`config.mk`:
```
export PLATFORM = sky130hd
export DESIGN_NAME = main_memory_arbiter_flat
export DESIGN_NICKNAME = d
export VERILOG_FILES = /design/src/rtl/main_memory_arbiter_if.sv /design/src/rtl/main_memory_arbiter.sv /design/src/flat_wrapper.sv
export SDC_FILE = /design/constraint.sdc
export NUM_CORES = 1
export LEC_CHECK = 0
export ABC_AREA = 0
export BUFFER_PORTS_ARGS = -buffer_cell sky130_fd_sc_hd__buf_2
export CAP_MARGIN = 20
export CELL_PAD_IN_SITES_DETAIL_PLACEMENT = 0
export CELL_PAD_IN_SITES_GLOBAL_PLACEMENT = 1
export CORE_AREA = 2 2 104 106
export CTS_CLUSTER_SIZE = 40
export DETAILED_ROUTE_END_ITERATION = 8
export DIE_AREA = 0 0 106 108
export HOLD_SLACK_MARGIN = 0.03
export PLACE_DENSITY = 0.84
export SETUP_SLACK_MARGIN = 0.02
export SLEW_MARGIN = 0
export SYNTH_ARGS = -nofsm -noshare
export SYNTH_HDL_FRONTEND = slang
export SYNTH_SLANG_ARGS = --single-unit
```
`constraint.sdc`:
```
create_clock -name clk -period 1.96 [get_ports clk]
set_input_delay 0.588 -clock clk [delete_from_list [all_inputs] [get_ports clk]]
set_output_delay 0.588 -clock clk [all_outputs]
set_load 0.01 [all_outputs]
```
`src/rtl/main_memory_arbiter_if.sv`:
```
`default_nettype none
// ============================================================================
// Module      : main_memory_arbiter_if
// Description : Bundle of the fetch requester, data requester and memory
//               macro signals seen by main_memory_arbiter.
//               slave  - the arbiter's view (requests in, grants/returns out,
//                        memory strobes out, memory read data in)
//               master - the environment's view (requesters plus memory)
// Ports       : f_req/f_addr/f_flush -> f_gnt/f_rvalid/f_rdata (fetch)
//               d_req/d_we/d_addr/d_wdata -> d_gnt/d_rvalid/d_rdata (data)
//               mem_addr/mem_wdata/mem_wen/mem_ren -> mem_rdata (memory)
//               stall_fetch (fetch waiting on a denied request)
// Revision    : 1.0 - initial release
// ============================================================================
interface main_memory_arbiter_if #(
    parameter int ADDR_WIDTH = 32,
    parameter int DATA_WIDTH = 32
);
    // fetch requester
    logic                  f_req;
    logic [ADDR_WIDTH-1:0] f_addr;
    logic                  f_flush;
    logic                  f_gnt;
    logic                  f_rvalid;
    logic [DATA_WIDTH-1:0] f_rdata;
    // data requester
    logic                  d_req;
    logic                  d_we;
    logic [ADDR_WIDTH-1:0] d_addr;
    logic [DATA_WIDTH-1:0] d_wdata;
    logic                  d_gnt;
    logic                  d_rvalid;
    logic [DATA_WIDTH-1:0] d_rdata;
    // memory macro
    logic [ADDR_WIDTH-1:0] mem_addr;
    logic [DATA_WIDTH-1:0] mem_wdata;
    logic                  mem_wen;
    logic                  mem_ren;
    logic [DATA_WIDTH-1:0] mem_rdata;
    // pipeline stall
    logic                  stall_fetch;

    modport slave (
        input  f_req, f_addr, f_flush,
        output f_gnt, f_rvalid, f_rdata,
        input  d_req, d_we, d_addr, d_wdata,
        output d_gnt, d_rvalid, d_rdata,
        output mem_addr, mem_wdata, mem_wen, mem_ren,
        input  mem_rdata,
        output stall_fetch
    );

    modport master (
        output f_req, f_addr, f_flush,
        input  f_gnt, f_rvalid, f_rdata,
        output d_req, d_we, d_addr, d_wdata,
        input  d_gnt, d_rvalid, d_rdata,
        input  mem_addr, mem_wdata, mem_wen, mem_ren,
        output mem_rdata,
        input  stall_fetch
    );
endinterface
`default_nettype wire

```
`src/rtl/main_memory_arbiter.sv`:
```
`default_nettype none
// ============================================================================
// Module      : main_memory_arbiter
// Description : Shares a single-ported main memory between instruction fetch
//               and the data stage. One access per cycle; data wins by
//               default, a saturating starvation counter forces a fetch grant
//               after STARVE_LIMIT consecutive denied fetch cycles. Read data
//               returns one cycle after the grant, steered by a registered
//               return tag; f_flush cancels an in-flight fetch return.
// Ports       : clk  - clock, rising edge
//               rst  - asynchronous active-low reset
//               bus  - main_memory_arbiter_if.slave (requesters + memory)
// Revision    : 1.0 - initial release
// ============================================================================
module main_memory_arbiter #(
    parameter int ADDR_WIDTH   = 32,
    parameter int DATA_WIDTH   = 32,
    parameter int STARVE_LIMIT = 4
) (
    input  wire logic            clk,
    input  wire logic            rst,
    main_memory_arbiter_if.slave bus
);

    localparam logic [3:0] c_starve_limit = 4'(STARVE_LIMIT);

    typedef enum logic [1:0] {
        RT_NONE         = 2'd0,
        RT_FETCH        = 2'd1,
        RT_DATA         = 2'd2,
        RT_FETCH_KILLED = 2'd3
    } rtag_t;

    rtag_t                 r_tag;
    rtag_t                 w_tag_next;
    logic [3:0]            r_starve_cnt;
    logic [3:0]            w_starve_next;
    logic                  w_starved;
    logic                  w_f_gnt;
    logic                  w_d_gnt;
    logic                  w_f_rvalid;
    logic                  w_d_rvalid;
    logic [ADDR_WIDTH-1:0] w_mem_addr;
    logic [DATA_WIDTH-1:0] w_mem_wdata;

    // ------------------------------------------------------------------
    // Grant: fetch wins alone, or when it has been starved long enough.
    // d_gnt is the complement so at most one grant is ever asserted.
    // ------------------------------------------------------------------
    always_comb begin
        w_starved = (r_starve_cnt >= c_starve_limit);
        w_f_gnt   = bus.f_req & (~bus.d_req | w_starved);
        w_d_gnt   = bus.d_req & ~w_f_gnt;
    end

    // Consecutive-denial count; any cycle fetch is not waiting clears it.
    always_comb begin
        w_starve_next = 4'd0;
        if (bus.f_req && !w_f_gnt) begin
            w_starve_next = w_starved ? c_starve_limit : (r_starve_cnt + 4'd1);
        end
    end

    // Memory port driven by the winner; zeros on idle cycles.
    always_comb begin
        w_mem_addr  = '0;
        w_mem_wdata = '0;
        if (w_f_gnt) begin
            w_mem_addr = bus.f_addr;
        end else if (w_d_gnt) begin
            w_mem_addr = bus.d_addr;
            if (bus.d_we) begin
                w_mem_wdata = bus.d_wdata;
            end
        end
    end

    // ------------------------------------------------------------------
    // Return tag FSM: state register
    // ------------------------------------------------------------------
    always_ff @(posedge clk or negedge rst) begin
        if (!rst) begin
            r_tag        <= RT_NONE;
            r_starve_cnt <= 4'd0;
        end else begin
            r_tag        <= w_tag_next;
            r_starve_cnt <= w_starve_next;
        end
    end

    // ------------------------------------------------------------------
    // Return tag FSM: next state and return decode.
    // A flush during an RT_FETCH return cycle suppresses that return at
    // once (behaves as RT_FETCH_KILLED); a flush together with a new fetch
    // grant records the new return as killed. The grant itself proceeds.
    // ------------------------------------------------------------------
    always_comb begin
        w_tag_next = RT_NONE;
        w_f_rvalid = 1'b0;
        w_d_rvalid = 1'b0;

        if (w_f_gnt) begin
            w_tag_next = bus.f_flush ? RT_FETCH_KILLED : RT_FETCH;
        end else if (w_d_gnt && !bus.d_we) begin
            w_tag_next = RT_DATA;
        end

        case (r_tag)
            RT_FETCH:        w_f_rvalid = ~bus.f_flush;
            RT_DATA:         w_d_rvalid = 1'b1;
            RT_FETCH_KILLED: w_f_rvalid = 1'b0;
            default:         w_f_rvalid = 1'b0;
        endcase
    end

    assign bus.f_gnt       = w_f_gnt;
    assign bus.d_gnt       = w_d_gnt;
    assign bus.stall_fetch = bus.f_req & ~w_f_gnt;
    assign bus.mem_addr    = w_mem_addr;
    assign bus.mem_wdata   = w_mem_wdata;
    assign bus.mem_wen     = w_d_gnt & bus.d_we;
    assign bus.mem_ren     = w_f_gnt | (w_d_gnt & ~bus.d_we);
    assign bus.f_rvalid    = w_f_rvalid;
    assign bus.d_rvalid    = w_d_rvalid;
    assign bus.f_rdata     = w_f_rvalid ? bus.mem_rdata : '0;
    assign bus.d_rdata     = w_d_rvalid ? bus.mem_rdata : '0;

endmodule
`default_nettype wire

```
`src/flat_wrapper.sv`:
```
// flat-port wrapper written by rule: the top's interface ports become plain ports
module main_memory_arbiter_flat 
#(
    parameter int ADDR_WIDTH   = 32,
    parameter int DATA_WIDTH   = 32,
    parameter int STARVE_LIMIT = 4
)
  (clk, rst, bus_f_req, bus_f_addr, bus_f_flush, bus_f_gnt, bus_f_rvalid, bus_f_rdata, bus_d_req, bus_d_we, bus_d_addr, bus_d_wdata, bus_d_gnt, bus_d_rvalid, bus_d_rdata, bus_mem_addr, bus_mem_wdata, bus_mem_wen, bus_mem_ren, bus_mem_rdata, bus_stall_fetch);
  main_memory_arbiter_if #(.ADDR_WIDTH(ADDR_WIDTH), .DATA_WIDTH(DATA_WIDTH)) bus_i ();
  input  wire logic clk;
  input  wire logic rst;
  input wire logic [$bits(bus_i.f_req)-1:0] bus_f_req;
  input wire logic [$bits(bus_i.f_addr)-1:0] bus_f_addr;
  input wire logic [$bits(bus_i.f_flush)-1:0] bus_f_flush;
  output wire logic [$bits(bus_i.f_gnt)-1:0] bus_f_gnt;
  output wire logic [$bits(bus_i.f_rvalid)-1:0] bus_f_rvalid;
  output wire logic [$bits(bus_i.f_rdata)-1:0] bus_f_rdata;
  input wire logic [$bits(bus_i.d_req)-1:0] bus_d_req;
  input wire logic [$bits(bus_i.d_we)-1:0] bus_d_we;
  input wire logic [$bits(bus_i.d_addr)-1:0] bus_d_addr;
  input wire logic [$bits(bus_i.d_wdata)-1:0] bus_d_wdata;
  output wire logic [$bits(bus_i.d_gnt)-1:0] bus_d_gnt;
  output wire logic [$bits(bus_i.d_rvalid)-1:0] bus_d_rvalid;
  output wire logic [$bits(bus_i.d_rdata)-1:0] bus_d_rdata;
  output wire logic [$bits(bus_i.mem_addr)-1:0] bus_mem_addr;
  output wire logic [$bits(bus_i.mem_wdata)-1:0] bus_mem_wdata;
  output wire logic [$bits(bus_i.mem_wen)-1:0] bus_mem_wen;
  output wire logic [$bits(bus_i.mem_ren)-1:0] bus_mem_ren;
  input wire logic [$bits(bus_i.mem_rdata)-1:0] bus_mem_rdata;
  output wire logic [$bits(bus_i.stall_fetch)-1:0] bus_stall_fetch;
  assign bus_i.f_req = bus_f_req;
  assign bus_i.f_addr = bus_f_addr;
  assign bus_i.f_flush = bus_f_flush;
  assign bus_f_gnt = bus_i.f_gnt;
  assign bus_f_rvalid = bus_i.f_rvalid;
  assign bus_f_rdata = bus_i.f_rdata;
  assign bus_i.d_req = bus_d_req;
  assign bus_i.d_we = bus_d_we;
  assign bus_i.d_addr = bus_d_addr;
  assign bus_i.d_wdata = bus_d_wdata;
  assign bus_d_gnt = bus_i.d_gnt;
  assign bus_d_rvalid = bus_i.d_rvalid;
  assign bus_d_rdata = bus_i.d_rdata;
  assign bus_mem_addr = bus_i.mem_addr;
  assign bus_mem_wdata = bus_i.mem_wdata;
  assign bus_mem_wen = bus_i.mem_wen;
  assign bus_mem_ren = bus_i.mem_ren;
  assign bus_i.mem_rdata = bus_mem_rdata;
  assign bus_stall_fetch = bus_i.stall_fetch;
  main_memory_arbiter #(.ADDR_WIDTH(ADDR_WIDTH), .DATA_WIDTH(DATA_WIDTH), .STARVE_LIMIT(STARVE_LIMIT)) u_core (.clk(clk), .rst(rst), .bus(bus_i));
endmodule
```
==> metrics.txt <==
largest net degree at the start of global routing=35; Synth top area share=27.3%; num rows=37; final worst path period need=2.04 ns; worst slack, placed=-0.0916 ns; share of layout cells above drive strength 1=70.0%; DP HPWL=6390 um; CTS tree=yes; failing checks=negative setup slack; CTS Sinks=6; H-tree depth=1; Mapped Area=0.00152 mm2; final WL=8760 um; area grow syn2layout=140%; hold_ws=0.188 ns; maximum vdd drop=0.164 mV; Initial Util=14.8%; total global routing overflow=0; fillers=1,046; number of distinct library cells after synthesis=20; First-pass DRT Iterations=4; status=finished with violations; Synth Register Bits=6; average size of a mapped cell=6.21 um2; via count=2,823; cts-stage hold buffer count=0; Wirelength per Cell=13.6 um; Area contributors post-synth=and2_1, nand2_1, nor3b_1; first-pass GRT wire length=11,000 um; Total Routing Usage GR=11.8%; Antenna Nets Post-Route=0; clk buf depth=2; Critical Path Max Stage Delay=0.44 ns; Reg clk slew, reported paths=0.03 ns; crit path capture type=primary output; Net Count, Synth=379; Seq/Total Area, Yosys=9.91%; critical-path cell list=o21a_4 -> buf_12 -> nor3b_2 -> buf_2; core area=0.0102 mm2; synthesis warning total=0; ant diodes=0; Final Hold Fails=0; Final Cycle Share=104%; maximum clock rate=0.489 GHz; via/cell ratio=4.39; Post-Route Utilization=35.5%; leading area contributor after synthesis=and2_1; Die H=108 um; setup ws final=-0.0831 ns; die outline area=0.0114 mm2; Syn Inst Count=244; Critical Path Fanout Max=34; Fin Setup TNS=-3.96 ns; die width=106 um; Starting DRT DRC Count=152; leakage power=2.04 nW; drt drc=0; # IOs=269; initial antenna violation count=1; clk_lat worst skew=0.22 ns; Critical-path top delay cell=dfrtp_2; final net count=644; CP bufs+invs=2; RSZ-0062 raised after global routing=yes; vias in the first global route=2,259; Worst Path Arrival=1.46 ns; port bufs=268; final setup vio count=92; CP top delay family=flip-flops; RD Place Congestion=0.758; CP Class=flop to primary output; Hold Path Class=primary input to asynchronous set/reset pin; CTS Root Cell=clkbuf_8; Max Cap Viol=0; Slew Limit Fails=0; CTS buffer count=3; Setup Skew=0.000296 ns; Pwr Density=285 mW/mm2; Worst EP required=1.37 ns; Worst setup SP type=flop
[Yosys cell counts]
library cell and n:
o21a_1 1, dfrtp_1 6, buf_6 3, clkbuf_1 10, nor2b_1 3, ha_1 1, nand2_1 66, buf_4 3
o21ai_1 1, nor2_1 2, and2_1 66, conb_1 1, and4bb_2 1, buf_2 11, nor3b_4 1, o22ai_1 33
inv_1 1, nor3b_1 32, nor3b_2 1, nand2b_1 1
[cells in the final DEF (no fill, tap or decap)]
cell and n:
nor2b_4 1, nor2b_1 2, nor3b_2 26, clkbuf_8 3, o21ai_1 1, o21a_4 1
inv_1 1, nor2_2 1, buf_6 37, nand2_1 66, buf_2 235, nor3b_1 5
conb_1 1, buf_4 7, nor2_1 1, dfrtp_2 2, clkbuf_16 3, and2_4 30
ha_1 1, dfrtp_1 4, and4bb_2 1, buf_12 4, buf_8 1, o22ai_1 33
nor3b_4 3, nand2b_1 1, and2_1 36
[layer usage]
layer | part of all wire [%] | GRT usage, %
met4 | 1.2 | 2.16
met3 | 9.4 | 2.65
met1 | 37 | 14.0
met5 | 0.15 | 0
met2 | 53 | 21.9
[what timing repair did]
| action | CTS | global route |
|---|---|---|
| pin swaps | 1 | 31 |
| gates resized for setup | 27 | 81 |
| setup endpoints to repair | 98 | 131 |
| buffers inserted | 0 | 2 |
| gates cloned | 0 | 5 |
[cells by family (layout without fill, tap and decap cells)]
family / after synthesis / after routing / synth area share (%)
DFF: 6 / 6 / 9.91
adders and majority gates: 1 / 1 / 0.826
and+or+nand+nor: 173 / 173 / 64.5
buffers and inverters: 28 / 291 / 10.1
other: 1 / 1 / 0.247
AOI/OAI and AO/OA: 35 / 35 / 14.5
[path summary, 6_finish.rpt]
| kind | startpoint | end | slack (ns) | depth (start not counted) |
|---|---|---|---|---|
| max in group asynchronous | rst | u_core.r_starve_cnt[2] | 1.61 | 1 |
| worst max register to register | u_core.r_starve_cnt[3] | u_core.r_tag[1] | 0.82 | 3 |
| min in group clk | u_core.r_starve_cnt[0] | u_core.r_starve_cnt[0] | 0.43 | 1 |
| worst min-delay path | rst | u_core.r_tag[0] | 0.19 | 1 |
| worst max-delay path | u_core.r_starve_cnt[3] | bus_mem_wdata[3] | -0.08 | 4 |
| worst min register to register | u_core.r_starve_cnt[0] | u_core.r_starve_cnt[0] | 0.43 | 1 |
[power by group]
part / internal, W / leakage, nW / switching [W] / total [W]
sequential: 0.000130 / 0.0751 / 0.00000594 / 0.000136
combinational: 0.000376 / 1.95 / 0.000345 / 0.000721
clock: 0.000131 / 0.0216 / 0.0000475 / 0.000179
[through the flow]
step	instance area [um2]	power [W]	instances
after global placement	3020	0.000730	633
after detailed placement	3020	0.000740	633
after global routing	3640	0.00110	643
after CTS	3180	0.000945	636
after floorplan	1520	0.000429	244
final	3640	0.00104	643
[flip-flops by register name, summed over array words and instances, names as in the netlist]
| name | cells |
|---|---|
| u_core.r_starve_cnt | 4 |
| u_core.r_tag | 2 |
[worst reg2reg max path, stage by stage (launching register included)]
cell and delay [ns]:
dfrtp_2 0.44, o21a_4 0.25, buf_12 0.18, o22ai_1 0.18
[layout make-up]
cell class / count / area, um2 / area share (%)
clock buffers: 3 / 41.3 / 1.14
inverters: 1 / 3.75 / 0.103
multi-input cells: 210 / 1450 / 40.0
flip-flops and latches: 6 / 153 / 4.20
well taps: 136 / 170 / 4.68
repair buffers: 287 / 1820 / 49.9
Power figures use the tool's default switching activity.
